`config.mk`:
```
export PLATFORM = sky130hd
export DESIGN_NAME = eprisc_bus_pipeline
export DESIGN_NICKNAME = d
export VERILOG_FILES = /design/src/rtl/eprisc_bus_pipeline.sv
export SDC_FILE = /design/constraint.sdc
export NUM_CORES = 1
export LEC_CHECK = 0
export CORE_AREA = 2 2 104 106
export CTS_BUF_LIST = sky130_fd_sc_hd__clkbuf_4
export CTS_CLUSTER_DIAMETER = 40
export CTS_CLUSTER_SIZE = 14
export DETAILED_ROUTE_END_ITERATION = 10
export DIE_AREA = 0 0 106 108
export PLACE_DENSITY = 0.74
export SYNTH_ARGS = -nofsm -noshare
export SYNTH_HDL_FRONTEND = slang
export SYNTH_SLANG_ARGS = --single-unit
```
`constraint.sdc`:
```
create_clock -name iClk -period 4.65 [get_ports iClk]
set_clock_uncertainty 0.15 [all_clocks]
set_input_delay 0.93 -clock iClk [delete_from_list [all_inputs] [get_ports iClk]]
set_output_delay 0.93 -clock iClk [all_outputs]
set_load 0.01 [all_outputs]
```
`src/rtl/eprisc_bus_pipeline.sv`:
```
// Byte-serial host bus slave: assembles command frames, decodes them into device windows,
// runs a strobe/ready handshake with timeout, and combines masked device interrupts.
module eprisc_bus_pipeline #(
    parameter int WORD_BYTES    = 4,
    parameter int ADDR_BITS     = 15,
    parameter int NUM_DEV       = 4,
    parameter int DEV_SPAN_LOG2 = 4,
    parameter int TIMEOUT       = 15
) (
    input  logic                                          iClk,
    input  logic                                          iRst,
    input  logic                                          iBusSelect,
    input  logic [7:0]                                    iBusMOSI,
    output logic [7:0]                                    oBusMISO,
    output logic                                          oBusBusy,
    output logic                                          oBusInterrupt,
    output logic [NUM_DEV-1:0]                            oDevStrobe,
    output logic                                          oDevWrite,
    output logic [ADDR_BITS-1:0]                          oDevAddr,
    output logic [8*WORD_BYTES-ADDR_BITS-2:0]             oDevData,
    input  logic [NUM_DEV*(8*WORD_BYTES-ADDR_BITS-1)-1:0] iDevRdata,
    input  logic [NUM_DEV-1:0]                            iDevReady,
    input  logic [NUM_DEV-1:0]                            iDevIrq
);

    localparam int W         = 8 * WORD_BYTES;
    localparam int DATA_BITS = W - 1 - ADDR_BITS;
    localparam int CNT_W     = (WORD_BYTES > 1) ? $clog2(WORD_BYTES) : 1;
    localparam int TMR_W     = (TIMEOUT > 1) ? $clog2(TIMEOUT + 1) : 1;

    typedef enum logic [2:0] {IDLE, SHIFT, EXEC, WAIT, DONE} state_t;

    logic                            wInternalReset;
    state_t                          state;
    logic [CNT_W-1:0]                byteCnt;
    logic [WORD_BYTES-1:0][7:0]      cmdBuf;
    logic [WORD_BYTES-1:0][7:0]      respReg;
    logic [NUM_DEV-1:0]              maskReg;
    logic [TMR_W-1:0]                waitCnt;

    logic [W-1:0]                    cmdWord;
    logic                            cmdWrite;
    logic [ADDR_BITS-1:0]            cmdAddr;
    logic [DATA_BITS-1:0]            cmdData;
    logic [ADDR_BITS-1:0]            devIdx;
    logic                            isCtrl;
    logic                            isMapped;
    logic [NUM_DEV-1:0]              decodeStrobe;
    logic                            readyHit;
    logic [DATA_BITS-1:0]            rdataSel;
    logic [DATA_BITS-1:0]            maskRd;

    function automatic logic [W-1:0] makeResponse(input logic err, input logic vld,
                                                  input logic [DATA_BITS-1:0] rd);
        logic [W-1:0] r;
        r                = '0;
        r[W-1]           = err;
        r[W-2]           = vld;
        r[DATA_BITS-1:0] = rd;
        return r;
    endfunction

    assign wInternalReset = iRst;

    assign cmdWord      = cmdBuf;
    assign cmdWrite     = cmdWord[W-1];
    assign cmdAddr      = cmdWord[W-2 -: ADDR_BITS];
    assign cmdData      = cmdWord[DATA_BITS-1:0];
    assign devIdx       = cmdAddr >> DEV_SPAN_LOG2;
    assign isCtrl       = &cmdAddr;
    assign isMapped     = (32'(devIdx) < 32'(NUM_DEV));
    assign decodeStrobe = NUM_DEV'(1) << devIdx;

    // The strobe is one-hot while waiting, so it doubles as the ready/read-data selector.
    assign readyHit = |(iDevReady & oDevStrobe);

    always_comb begin
        rdataSel = '0;
        for (int d = 0; d < NUM_DEV; d++) begin
            if (oDevStrobe[d]) begin
                rdataSel = rdataSel | iDevRdata[d*DATA_BITS +: DATA_BITS];
            end
        end
    end

    always_comb begin
        maskRd              = '0;
        maskRd[NUM_DEV-1:0] = maskReg;
    end

    always_comb begin
        oBusMISO = 8'h00;
        if (state == IDLE || state == SHIFT) begin
            oBusMISO = respReg[byteCnt];
        end
    end

    always_ff @(posedge iClk or posedge wInternalReset) begin
        if (wInternalReset) begin
            state         <= IDLE;
            byteCnt       <= '0;
            cmdBuf        <= '0;
            respReg       <= '0;
            maskReg       <= '0;
            waitCnt       <= '0;
            oBusBusy      <= 1'b0;
            oBusInterrupt <= 1'b0;
            oDevStrobe    <= '0;
            oDevWrite     <= 1'b0;
            oDevAddr      <= '0;
            oDevData      <= '0;
        end else begin
            oBusInterrupt <= |(iDevIrq & maskReg);
            case (state)
                IDLE, SHIFT: begin
                    if (iBusSelect) begin
                        cmdBuf[byteCnt] <= iBusMOSI;
                        if (byteCnt == CNT_W'(WORD_BYTES - 1)) begin
                            byteCnt  <= '0;
                            state    <= EXEC;
                            oBusBusy <= 1'b1;
                        end else begin
                            byteCnt <= byteCnt + 1'b1;
                            state   <= SHIFT;
                        end
                    end else begin
                        // Select dropped mid-frame: discard the partial command.
                        byteCnt <= '0;
                        state   <= IDLE;
                    end
                end
                EXEC: begin
                    if (isCtrl) begin
                        if (cmdWrite) begin
                            maskReg <= cmdData[NUM_DEV-1:0];
                        end
                        respReg <= makeResponse(1'b0, 1'b1, cmdWrite ? {DATA_BITS{1'b0}} : maskRd);
                        state   <= DONE;
                    end else if (isMapped) begin
                        oDevStrobe <= decodeStrobe;
                        oDevWrite  <= cmdWrite;
                        oDevAddr   <= cmdAddr;
                        oDevData   <= cmdData;
                        waitCnt    <= '0;
                        state      <= WAIT;
                    end else begin
                        respReg <= makeResponse(1'b1, 1'b0, {DATA_BITS{1'b0}});
                        state   <= DONE;
                    end
                end
                WAIT: begin
                    if (readyHit) begin
                        respReg    <= makeResponse(1'b0, 1'b1, oDevWrite ? {DATA_BITS{1'b0}} : rdataSel);
                        oDevStrobe <= '0;
                        state      <= DONE;
                    end else if (waitCnt == TMR_W'(TIMEOUT - 1)) begin
                        respReg    <= makeResponse(1'b1, 1'b0, {DATA_BITS{1'b0}});
                        oDevStrobe <= '0;
                        state      <= DONE;
                    end else begin
                        waitCnt <= waitCnt + 1'b1;
                    end
                end
                DONE: begin
                    // Host must release select before the next frame can start.
                    if (!iBusSelect) begin
                        oBusBusy <= 1'b0;
                        state    <= IDLE;
                    end
                end
                default: state <= IDLE;
            endcase
        end
    end

endmodule

```
After elaboration in Yosys (flattened, before gate mapping)
Cells that the tools add are included.
{ "totals": {"ff_bits": 115, "in_bits": 83, "out_inout_bits": 46, "word_cells": 103} }
{ "op_classes": {"addsub": 2, "magnitude_cmp": 3, "n_eq_ne": 15, "shifts": 1, "muxes": 41, "bitwise": 6, "n_reduce_logical": 17} }
{ "op_table": {"columns": ["op", "count"], "rows": [
  ["$mux 32", 4],
  ["$mux 16", 5],
  ["$pmux 32 s2", 1],
  ["$or 16x16->16", 3],
  ["$mux 4", 9],
  ["$bwmux 32", 1],
  ["$mux 8", 3],
  ["$mux 3", 6],
  ["$reduce_and 17->1", 1],
  ["$bmux 8 s2", 1],
  ["$demux 8 s2", 1],
  ["$pmux 4 s2", 2],
  ["$reduce_and 15->1", 1],
  ["$ne 2x2->1 const B", 7],
  ["$pmux 3 s4", 1],
  ["$lt 11x3->1 const B", 1],
  ["$shl 1x11->4 const A", 1],
  ["$and 4x4->4", 2],
  ["$reduce_and 4->1", 2],
  ["$reduce_or 4->1", 2],
  ["$eq 3x2->1 const B", 2],
  ["$mux 2", 3],
  ["$ne 3x3->1 const B", 2],
  ["$reduce_and 3->1", 2],
  ["other kinds (18)", 22]
]} }

Depth between registers and ports, before layout
Gate-level depths: netlist of the first run.
{ "logic_depth": {"word_depth": 10, "ltp_mapped": 7, "ltp_nobuf": 6} }

Worst setup path before layout of the first run
No wires, ideal clock.
{ "synth_timing": {"kind": "input to register", "start": "input iDevReady[0]", "end": "register respReg[0] (netlist name)", "setup_time_ns": 0.125, "t_arrival_ns": 2.078, "t_required_ns": 4.375, "setup_slack_ns": 2.297, "cell_stages": 4, "path_buffers": 0, "cell_sequence": "a22oi_1 -> nand2_2 -> o221ai_4 -> mux2_2"} }
{ "synth_between": {"elab_chain_len": 4, "word_cells_on_any_way": 6, "cone_classes": "eq/ne (1); mux (2); bitwise (1); reduce/logical (2)"} }
{ "synth_lines": {"columns": ["element", "line", "source"], "rows": [
  ["from (decl)", "22", "input logic [NUM_DEV-1:0] iDevReady,"],
  ["$and 4x4->4 *", "75", "assign readyHit = |(iDevReady & oDevStrobe);"],
  ["$reduce_or 4->1 *", "75", null],
  ["$ne 3x3->1 (no line) or $mux 32 (tied branches)", null, null],
  ["$reduce_and 3->1 (no line) or $pmux 32 s2 (tied branches)", null, null],
  ["to (signal assigned)", "137", "respReg <= makeResponse(1'b0, 1'b1, cmdWrite ? {DATA_BITS{1'b0}} : maskRd);"],
  ["to (signal assigned)", "147", "respReg <= makeResponse(1'b1, 1'b0, {DATA_BITS{1'b0}});"],
  ["to (signal assigned)", "153", "respReg <= makeResponse(1'b0, 1'b1, oDevWrite ? {DATA_BITS{1'b0}} : rdataSel);"],
  ["to (decl)", "37", "logic [WORD_BYTES-1:0][7:0] respReg;"]
]} }
Every way passes the cells marked *; elsewhere a longest branch is shown, timed or not.
A chain may end at the register's enable or synchronous reset.

Worst setup path in the final report of the first run
{ "layout_timing": {"start": "register byteCnt[0]", "end": "output oBusMISO[7]"} }
{ "layout_between": {"elab_chain_len": 3} }
{ "layout_lines": {"columns": ["element", "line", "source"], "rows": [
  ["from (decl)", "35", "logic [CNT_W-1:0] byteCnt;"],
  ["from (signal assigned)", "123", "byteCnt <= byteCnt + 1'b1;"],
  ["$bmux 8 s2", "94", "oBusMISO = respReg[byteCnt];"],
  ["$mux 8 (not written as such)", "94", null],
  ["$mux 8", "93", "if (state == IDLE || state == SHIFT) begin"],
  ["to (decl)", "14", "output logic [7:0] oBusMISO,"]
]} }
No other way between the ends. The select of a mux whose other input is x is not followed.

==> impl_metrics.yaml, run 1 <==
clocking:
  cts_resized: 0
  cts_buffer_depth: 2
  clock_latency_ns: 0.46
  cts_root_buf: "clkbuf_4"
  clock_sinks: 101
  cts_tree: "yes"
  cts_hold_buffers: 0
  htree_levels: 3
  cts.reportedPaths.clkPinSlew_ns: 0.14
  postCtsSetupBuffers: 0
  numCtsBuffers: 9
global_routing:
  grt_pass1_vias: 3569
  grtUsageTotal: 0.203
  grt_pass1_wl_um: 18200
  antenna_found_initial: 0
  grt_max_degree: 83
  grt.overflow.total: 0
logic_synthesis:
  yosys.area_share.adder: 0.0162
  synth-seq-area-share: 0.545
  synth.avg_cell_area_um2: 13.0
  synth_top_flop_cell: "dfrtp_1"
  syn_area_mm2: 0.00464
  yosys.area_share.simple: 0.0934
  syn_inst: 357
  async_flop_share: 1.00
  ys_types: 42
  synth_compound_area_frac: 0.127
  yosys_warnings: 0
  synth_edf_count: 0
  synth_xor_area_frac: 0
  syn_nets: 446
  ys_ff_latch: 101
  synth_top_family_by_area: "multiplexers"
  synth.area.mux_share: 0.188
detailed_routing:
  ant_nets: 0
  firstDrtPassIters: 4
  vias: 3419
  viasPerCell: 5.55
  routedWlPerCell_um: 18.3
  drt-total-wl_um: 11300
  route.detailed.drc: 0
  drt_iter0_drc: 145
floorplan:
  fp-row-count: 37
  core_mm2: 0.0102
  die_area_mm2: 0.0114
  dieHeight_um: 108
  die_x_um: 106
  start_util: 0.453
  io-pin-count: 129
timing:
  clock.fmax_mhz: 288
  setup_slack_ns: 1.18
  finalSetupViolations: 0
  rsz0062_at_grt: "false"
  finalCriticalPeriod_ns: 3.47
  setup_tns_ns: 0
  hold_viol_final: 0
  worstMarginPinSlew_ns: 1.06
  period_share: 0.747
  slew_violations: 0
  slew_headroom: 0.289
cells_and_area:
  fillers: 822
  syn2layout_area_growth_pct: 32.8
  diodes: 0
  fin_util: 0.602
  nets: 564
  drive_gt1_frac: 0.196
  seqCellArea_mm2: 0.00253
  multi_input_area_mm2: 0.00197
  instances_no_fill: 616
hold_path:
  hold_class: "reg -> reg"
placed_design:
  routabilityCongestion: 0.778
  portBuffers: 128
  pre_cts_slack_ns: 1.52
  dpl.hpwl_um: 8250
  placed_cells: 600
setup_path:
  crit_slowest_cell: "dfrtp_1"
  crit_fanout: 15
  crit_buf_inv: 1
  path_delay_family: "flip-flops"
  crit_chain: "mux2i_1 > nor2_1 > a31oi_1 > nor3_1 > clkdlybuf4s50_1"
  crit_path_end_kind: "primary output"
  required_ns: 3.57
  worstSetupStartpointType: "register"
  criticalPathCategory: "reg -> out"
  slowest_delay_ns: 0.81
  cp.arrival_ns: 2.39
pwr:
  peakVddDrop_uv: 259
  powerDensity_mw_per_mm2: 423
  leakage_nw: 2.64
job:
  maxCapViolCount: 0
outcome:
  outcome: "completed"
[kinds of logic (layout without fill, tap and decap cells)]
kind of cell | count (synthesis) | in the layout
compound gates | 72 | 72
fa+ha+maj | 6 | 6
simple gates | 71 | 71
mux | 77 | 77
buf+inv | 30 | 153
flops | 101 | 101
[Yosys cell counts (2+ instances only)]
cell / instances / area, um^2
a22oi_1: 3 / 22.5
or3_1: 3 / 18.8
o2bb2ai_1: 12 / 105
o31ai_1: 3 / 22.5
o21ai_0: 9 / 45.0
mux2_2: 64 / 721
nand2b_1: 4 / 25.0
o22ai_1: 4 / 25.0
nand3_1: 8 / 40.0
a31oi_1: 3 / 18.8
inv_1: 8 / 30.0
buf_6: 2 / 22.5
buf_1: 2 / 7.51
a22o_1: 16 / 140
dfrtp_1: 101 / 2530
mux2i_1: 9 / 90.1
nand2_1: 5 / 18.8
nand4_2: 2 / 25.0
a21oi_1: 2 / 10.0
nand3b_1: 5 / 37.5
nand4_1: 4 / 25.0
ha_1: 6 / 75.1
mux2_4: 4 / 60.1
buf_2: 9 / 45.0
and2_1: 14 / 87.6
clkbuf_1: 9 / 33.8
a221oi_1: 16 / 140
nor3b_1: 2 / 15.0
nor2_1: 12 / 45.0
nor3_1: 4 / 20.0
[where the power goes]
group | internal (mW) | switching, mW | leakage (nW)
Sequential | 1.10 | 0.245 | 1.33
Clock | 0.230 | 0.292 | 0.0910
Combinational | 0.447 | 0.285 | 1.22
[placed cells by master (no fill, tap or decap), types with 2 or more instances in the layout]
cell / instances
a22oi_1: 3
mux2_4: 4
bufinv_16: 2
a21oi_1: 2
nand2_1: 5
nor2_1: 12
a22o_1: 16
and2_1: 14
nand4_2: 2
inv_6: 2
o22ai_1: 4
ha_1: 6
mux2_2: 64
o31ai_1: 3
or3_1: 3
nand3b_1: 5
a221oi_1: 16
nand2b_1: 4
nand3_1: 8
clkdlybuf4s50_1: 128
mux2i_1: 9
inv_1: 7
o21ai_0: 9
nor3_1: 4
o2bb2ai_1: 12
nand4_1: 4
dfrtp_1: 101
nor3b_1: 2
clkbuf_4: 10
a31oi_1: 3
[per-stage QoR]
stage | hold WS, ns | instance area [um^2] | total power [mW]
floorplan | 0.305 | 4640 | 1.79
global placement | 0.319 | 5990 | 2.07
detailed placement | 0.321 | 5990 | 2.11
CTS | 0.357 | 6160 | 2.63
global route | 0.377 | 6160 | 2.76
finish | 0.351 | 6160 | 2.60
[layer usage]
| metal | vias to the layer above | wire length (um) | global-route usage |
|---|---|---|---|
| met5 | - | 0 | 0 |
| met4 | 0 | 174 | 0.0583 |
| met3 | 15 | 862 | 0.0615 |
| met2 | 129 | 5610 | 0.345 |
| met1 | 1696 | 4650 | 0.252 |
| li1 | 1579 | - | - |
[flip-flops by register name (all words and copies together), names as in the netlist]
register / flops
waitCnt: 4
oDevData: 16
oBusInterrupt: 1
oBusBusy: 1
oDevWrite: 1
oDevAddr: 15
maskReg: 4
cmdAddr: 15
state: 3
byteCnt: 2
cmdBuf: 17
respReg: 18
oDevStrobe: 4
[worst paths after layout]
path	startpoint	end	slack (ns)	cells after the start
worst max-delay path	byteCnt[0]	oBusMISO[7]	1.18	5
worst min-delay path	oDevAddr[10]	oDevAddr[10]	0.35	1
worst max register to register	cmdAddr[13]	waitCnt[1]	1.96	4
worst min register to register	oDevAddr[10]	oDevAddr[10]	0.35	1
max in group asynchronous	iRst	oDevStrobe[1]	2.62	3
min in group asynchronous	iRst	oDevData[11]	0.89	2
[cell type report]
cell class,instances,share of cell area
timing repair buffer,129,0.209
sequential,101,0.411
inverter,8,0.00528
multi-input combinational,226,0.320
tap,136,0.0276
clock inverter,6,0.0150
clock buffer,10,0.0122
[worst reg2reg max path, cell delays in order, from the launching register on]
cell	delay, ns
dfrtp_1	0.43
nor3_1	0.41
nand4_2	0.90
and2_1	0.50
o31ai_1	0.19
(Power assumes the default switching activity.)
==> inputs of run 2 (changes only) <==
==> constraint.sdc (replaced) <==
create_clock -name iClk -period 3.41 [get_ports iClk]
set_clock_uncertainty 0.15 [all_clocks]
set_input_delay 0.682 -clock iClk [delete_from_list [all_inputs] [get_ports iClk]]
set_output_delay 0.682 -clock iClk [all_outputs]
set_load 0.01 [all_outputs]
==> run 2 against run 1 <==
Compared with the run above: sequential share of layout area is 0.15 points lower; sequential cell count is the same; critical path depth unchanged; non-clock buffer count is 5 higher; via count is 1.4% lower; worst setup slack worse by 0.85 ns; sequential power grew 36%.
==> impl_metrics.yaml, run 2 (synthesized netlist as in run 1, its figures left out) <==
outcome:
  outcome: "completed"
cells_and_area:
  nets: 569
  seqCellArea_mm2: 0.00253
  fin_util: 0.604
  final_cell_mix: "128 x clkdlybuf4s50_1, 101 x dfrtp_1, 64 x mux2_2"
  drive_gt1_frac: 0.204
  instances_no_fill: 621
  top_register: "respReg"
  syn2layout_area_growth_pct: 33.3
  final_common_cell: "clkdlybuf4s50_1"
  largest_reg_flops: 18
  reg_top3: "respReg (18), cmdBuf (17), oDevData (16)"
  fin_area_mm2: 0.00618
  fillers: 822
  diodes: 0
  multi_input_area_mm2: 0.00197
placed_design:
  post_dp_cell_area_mm2: 0.00604
  portBuffers: 128
  routabilityCongestion: 0.772
  placed_cells: 605
  dpl.hpwl_um: 8260
timing:
  hold_viol_final: 0
  period_share: 0.903
  finalSetupViolations: 0
  setup_tns_ns: 0
  slew_violations: 0
  worstMarginPinSlew_ns: 0.764
  clock.fmax_mhz: 325
  slew_headroom: 0.490
  finalCriticalPeriod_ns: 3.08
  rsz0062_at_grt: "false"
clocking:
  numCtsBuffers: 9
  cts_root_buf: "clkbuf_4"
  cts.reportedPaths.clkPinSlew_ns: 0.14
  postCtsSetupBuffers: 0
  clock_latency_ns: 0.44
  htree_levels: 3
  cts_buffer_depth: 2
  cts_resized: 0
  clock_sinks: 101
  cts_tree: "yes"
  cts_hold_buffers: 0
floorplan:
  dieHeight_um: 108
  core_mm2: 0.0102
  io-pin-count: 129
  die_area_mm2: 0.0114
  fp-row-count: 37
  die_x_um: 106
  start_util: 0.453
global_routing:
  grtUsageTotal: 0.200
  antenna_found_initial: 0
  grt.overflow.total: 0
  grt_pass1_vias: 3604
  grt_pass1_wl_um: 18000
  grt_max_degree: 59
setup_path:
  r2r_cells: 4
  cp.arrival_ns: 2.25
  crit_path_end_kind: "primary output"
  required_ns: 2.58
  r2r-start: "oDevStrobe[0]"
  timing.rr.end: "respReg[15]"
  crit_fanout: 15
  criticalPathCategory: "reg -> out"
  rrSetupSlack_ns: 1.02
  worstSetupStartpointType: "register"
detailed_routing:
  ant_nets: 0
  viasPerCell: 5.43
  route.detailed.drc: 0
  drt-total-wl_um: 11300
  vias: 3372
  drt_iter0_drc: 203
  firstDrtPassIters: 4
  routedWlPerCell_um: 18.1
pwr:
  leakage_nw: 2.65
  peakVddDrop_uv: 321
  power.total_mw: 3.45
  powerDensity_mw_per_mm2: 559
hold_path:
  whs_path_depth: 1
  worstHoldEndpoint: "oDevAddr[8]"
  min_from: "oDevAddr[8]"
  hold_class: "reg -> reg"
job:
  maxCapViolCount: 0
-- run 2: changes by cell type in the layout (fill, tap and decap cells not counted), sizes merged --
cell | before | now
bufinv | 2 | 1
clkinvlp | 0 | 2
clkinv | 1 | 4
inv | 11 | 7
buf | 1 | 6
-- run 2: layer usage --
layer	GRT usage	up-vias	wire, um
met1	0.247	1658	4710
met4	0.0583	0	108
met2	0.345	122	5580
met3	0.0549	9	864
met5	0	-	0
li1	-	1583	-
-- run 2: worst max-delay path: stages, from the launching register on --
cell and delay (ns):
dfrtp_1 0.78, mux2i_1 0.16, nor2_1 0.11, a31oi_1 0.05, nor3_1 0.15, clkdlybuf4s50_1 0.57
-- run 2: worst max path at each step --
stage | from | end | slack (ns)
5_1_grt | byteCnt[0] | oBusMISO[7] | 0.15
2_1_floorplan | iDevReady[0] | respReg[0] | 1.31
3_5_place_dp | iBusSelect | cmdBuf[12] | 0.74
3_3_place_gp | iBusSelect | cmdAddr[5] | 0.80
6_report | byteCnt[0] | oBusMISO[6] | 0.33
4_1_cts | byteCnt[0] | oBusMISO[6] | 0.27
-- run 2: stage by stage --
stage | setup WS [ns] | hold slack [ns]
after floorplan | 1.31 | 0.305
after global placement | 0.802 | 0.318
after detailed placement | 0.738 | 0.320
after CTS | 0.269 | 0.357
after global routing | 0.148 | 0.371
final | 0.330 | 0.350
-- run 2: final cells by class --
cell class,instances,area share
multi-input cells,226,0.319
repair buffers,134,0.217
flip-flops and latches,101,0.409
clock inverters,6,0.0103
well taps,136,0.0275
inverters,8,0.00547
clock buffers,10,0.0122
-- run 2: where the power goes --
group | switching (mW) | internal, mW
registers | 0.331 | 1.51
logic | 0.385 | 0.615
clock network | 0.383 | 0.231
total | 1.10 | 2.35
==> inputs of run 3 (changes only) <==
==> constraint.sdc (replaced) <==
create_clock -name iClk -period 3.56 [get_ports iClk]
set_clock_uncertainty 0.15 [all_clocks]
set_input_delay 0.712 -clock iClk [delete_from_list [all_inputs] [get_ports iClk]]
set_output_delay 0.712 -clock iClk [all_outputs]
set_load 0.01 [all_outputs]
==> run 3 against run 2 <==
Compared with the run above: register-to-register slack worse by 0.03 ns; total power down 5.4%; sequential power down 4%; die area did not move; wire length rose by 1.9%; largest power group unchanged; count of clock-buffer cells in the layout did not move; via count up 1.4%; non-clock buffer count decreased by 1; critical endpoint unchanged; final cell count is 0.16% lower.
==> impl_metrics.yaml, run 3 (synthesized netlist as in run 1, its figures left out) <==
placed_design:
  pre_cts_slack_ns: 0.622
  placed_cells: 604
  routabilityCongestion: 0.774
  portBuffers: 128
  dpl.hpwl_um: 8520
pwr:
  p_clk_frac: 0.165
  leakage_nw: 2.63
  switching_share: 0.331
  p_switching_mw: 1.08
  pwr-share-seq: 0.541
  peakVddDrop_uv: 335
  combPwrFrac: 0.294
  powerDensity_mw_per_mm2: 532
  p_int_mw: 2.18
  power.total_mw: 3.27
setup_path:
  crit_fanout: 15
  timing.rr.end: "respReg[31]"
  r2r_cells: 4
  r2r-start: "oDevStrobe[0]"
  cp.arrival_ns: 2.31
  worstSetupStartpointType: "register"
  crit_start: "byteCnt[0]"
  rrSetupSlack_ns: 0.99
  required_ns: 2.70
  crit_path_end_kind: "primary output"
  criticalPathCategory: "reg -> out"
floorplan:
  start_util: 0.453
  die_area_mm2: 0.0114
  core_mm2: 0.0102
  fp-row-count: 37
  dieHeight_um: 108
  io-pin-count: 129
  die_x_um: 106
cells_and_area:
  instances_no_fill: 620
  diodes: 0
  reg_top3: "respReg (18), cmdBuf (17), oDevData (16)"
  syn2layout_area_growth_pct: 32.5
  final_common_cell: "clkdlybuf4s50_1"
  final_cell_mix: "128 x clkdlybuf4s50_1, 101 x dfrtp_1, 64 x mux2_2"
  nets: 568
  drive_gt1_frac: 0.205
  top_register: "respReg"
  largest_reg_flops: 18
clocking:
  cts_hold_buffers: 0
  cts.reportedPaths.clkPinSlew_ns: 0.15
  postCtsSetupBuffers: 0
  clock_sinks: 101
  cts_buffer_depth: 2
  clock_latency_ns: 0.44
  cts_root_buf: "clkbuf_4"
  cts_resized: 0
  htree_levels: 3
  numCtsBuffers: 9
  cts_tree: "yes"
global_routing:
  grtUsageTotal: 0.208
  antenna_found_initial: 0
  grtUsageMet3: 0.0645
  grt_max_degree: 48
  use_met1: 0.251
  use_met2: 0.360
  gr-max-usage-layer: "met2"
  grt_pass1_vias: 3710
  grt_pass1_wl_um: 18600
  grt.overflow.total: 0
hold_path:
  worstHoldEndpoint: "oDevAddr[10]"
  min_from: "oDevAddr[10]"
  hold_class: "reg -> reg"
  whs_path_depth: 1
timing:
  setup_tns_ns: 0
  hold_viol_final: 0
  period_share: 0.890
  rsz0062_at_grt: "false"
  slew_violations: 0
  worstMarginPinSlew_ns: 0.784
  slew_headroom: 0.477
  finalSetupViolations: 0
  finalCriticalPeriod_ns: 3.17
  clock.fmax_mhz: 315
  setup_slack_ns: 0.390
detailed_routing:
  drt_iter0_drc: 155
  drt-total-wl_um: 11500
  firstDrtPassIters: 4
  viasPerCell: 5.51
  routedWlPerCell_um: 18.5
  ant_nets: 0
  route.detailed.drc: 0
  vias: 3419
outcome:
  outcome: "completed"
job:
  maxCapViolCount: 0
## run 3: power groups by stage
stage	sequential, mW	combinational [mW]	clock, mW
after floorplan	1.67	0.670	0
after global placement	1.76	0.935	0
after detailed placement	1.79	0.970	0
after CTS	1.77	0.975	0.555
after global routing	1.82	1.05	0.610
final	1.77	0.961	0.538
## run 3: per-layer routing
metal	vias to the layer above	share of wire
li1	1584	-
met1	1698	0.42
met2	121	0.49
met3	16	0.072
met4	0	0.017
met5	-	0
## run 3: critical path, cell delays in order (launching register included)
cell,delay [ns]
dfrtp_1,0.78
mux2i_1,0.15
nor2_1,0.11
a31oi_1,0.05
nor3_1,0.20
clkdlybuf4s50_1,0.59
## run 3: worst max-delay path by stage
stage,to,slack (ns),cells after the start
after floorplan,byteCnt[0],0.05,1
after global placement,respReg[1],0.73,5
after detailed placement,respReg[2],0.62,5
after CTS,oBusMISO[7],0.37,5
after global routing,oBusMISO[6],0.17,5
final,oBusMISO[6],0.39,5
## run 3: layout make-up
cell class | count | area [um^2]
clock inverters | 6 | 48.8
clock buffers | 10 | 75.1
repair buffers | 133 | 1320
inverters | 8 | 32.5
multi-input cells | 226 | 1970
fillers | 814 | 4090
well taps | 136 | 170
flip-flops and latches | 101 | 2530
## run 3: per-stage QoR
step                 util  hold slack [ns]  area (um^2)
CTS                 0.600            0.358         6140
finish              0.600            0.350         6140
detailed placement  0.588            0.324         6020
floorplan               -            0.305         4640
global route        0.600            0.373         6140
global placement    0.588            0.320         6020
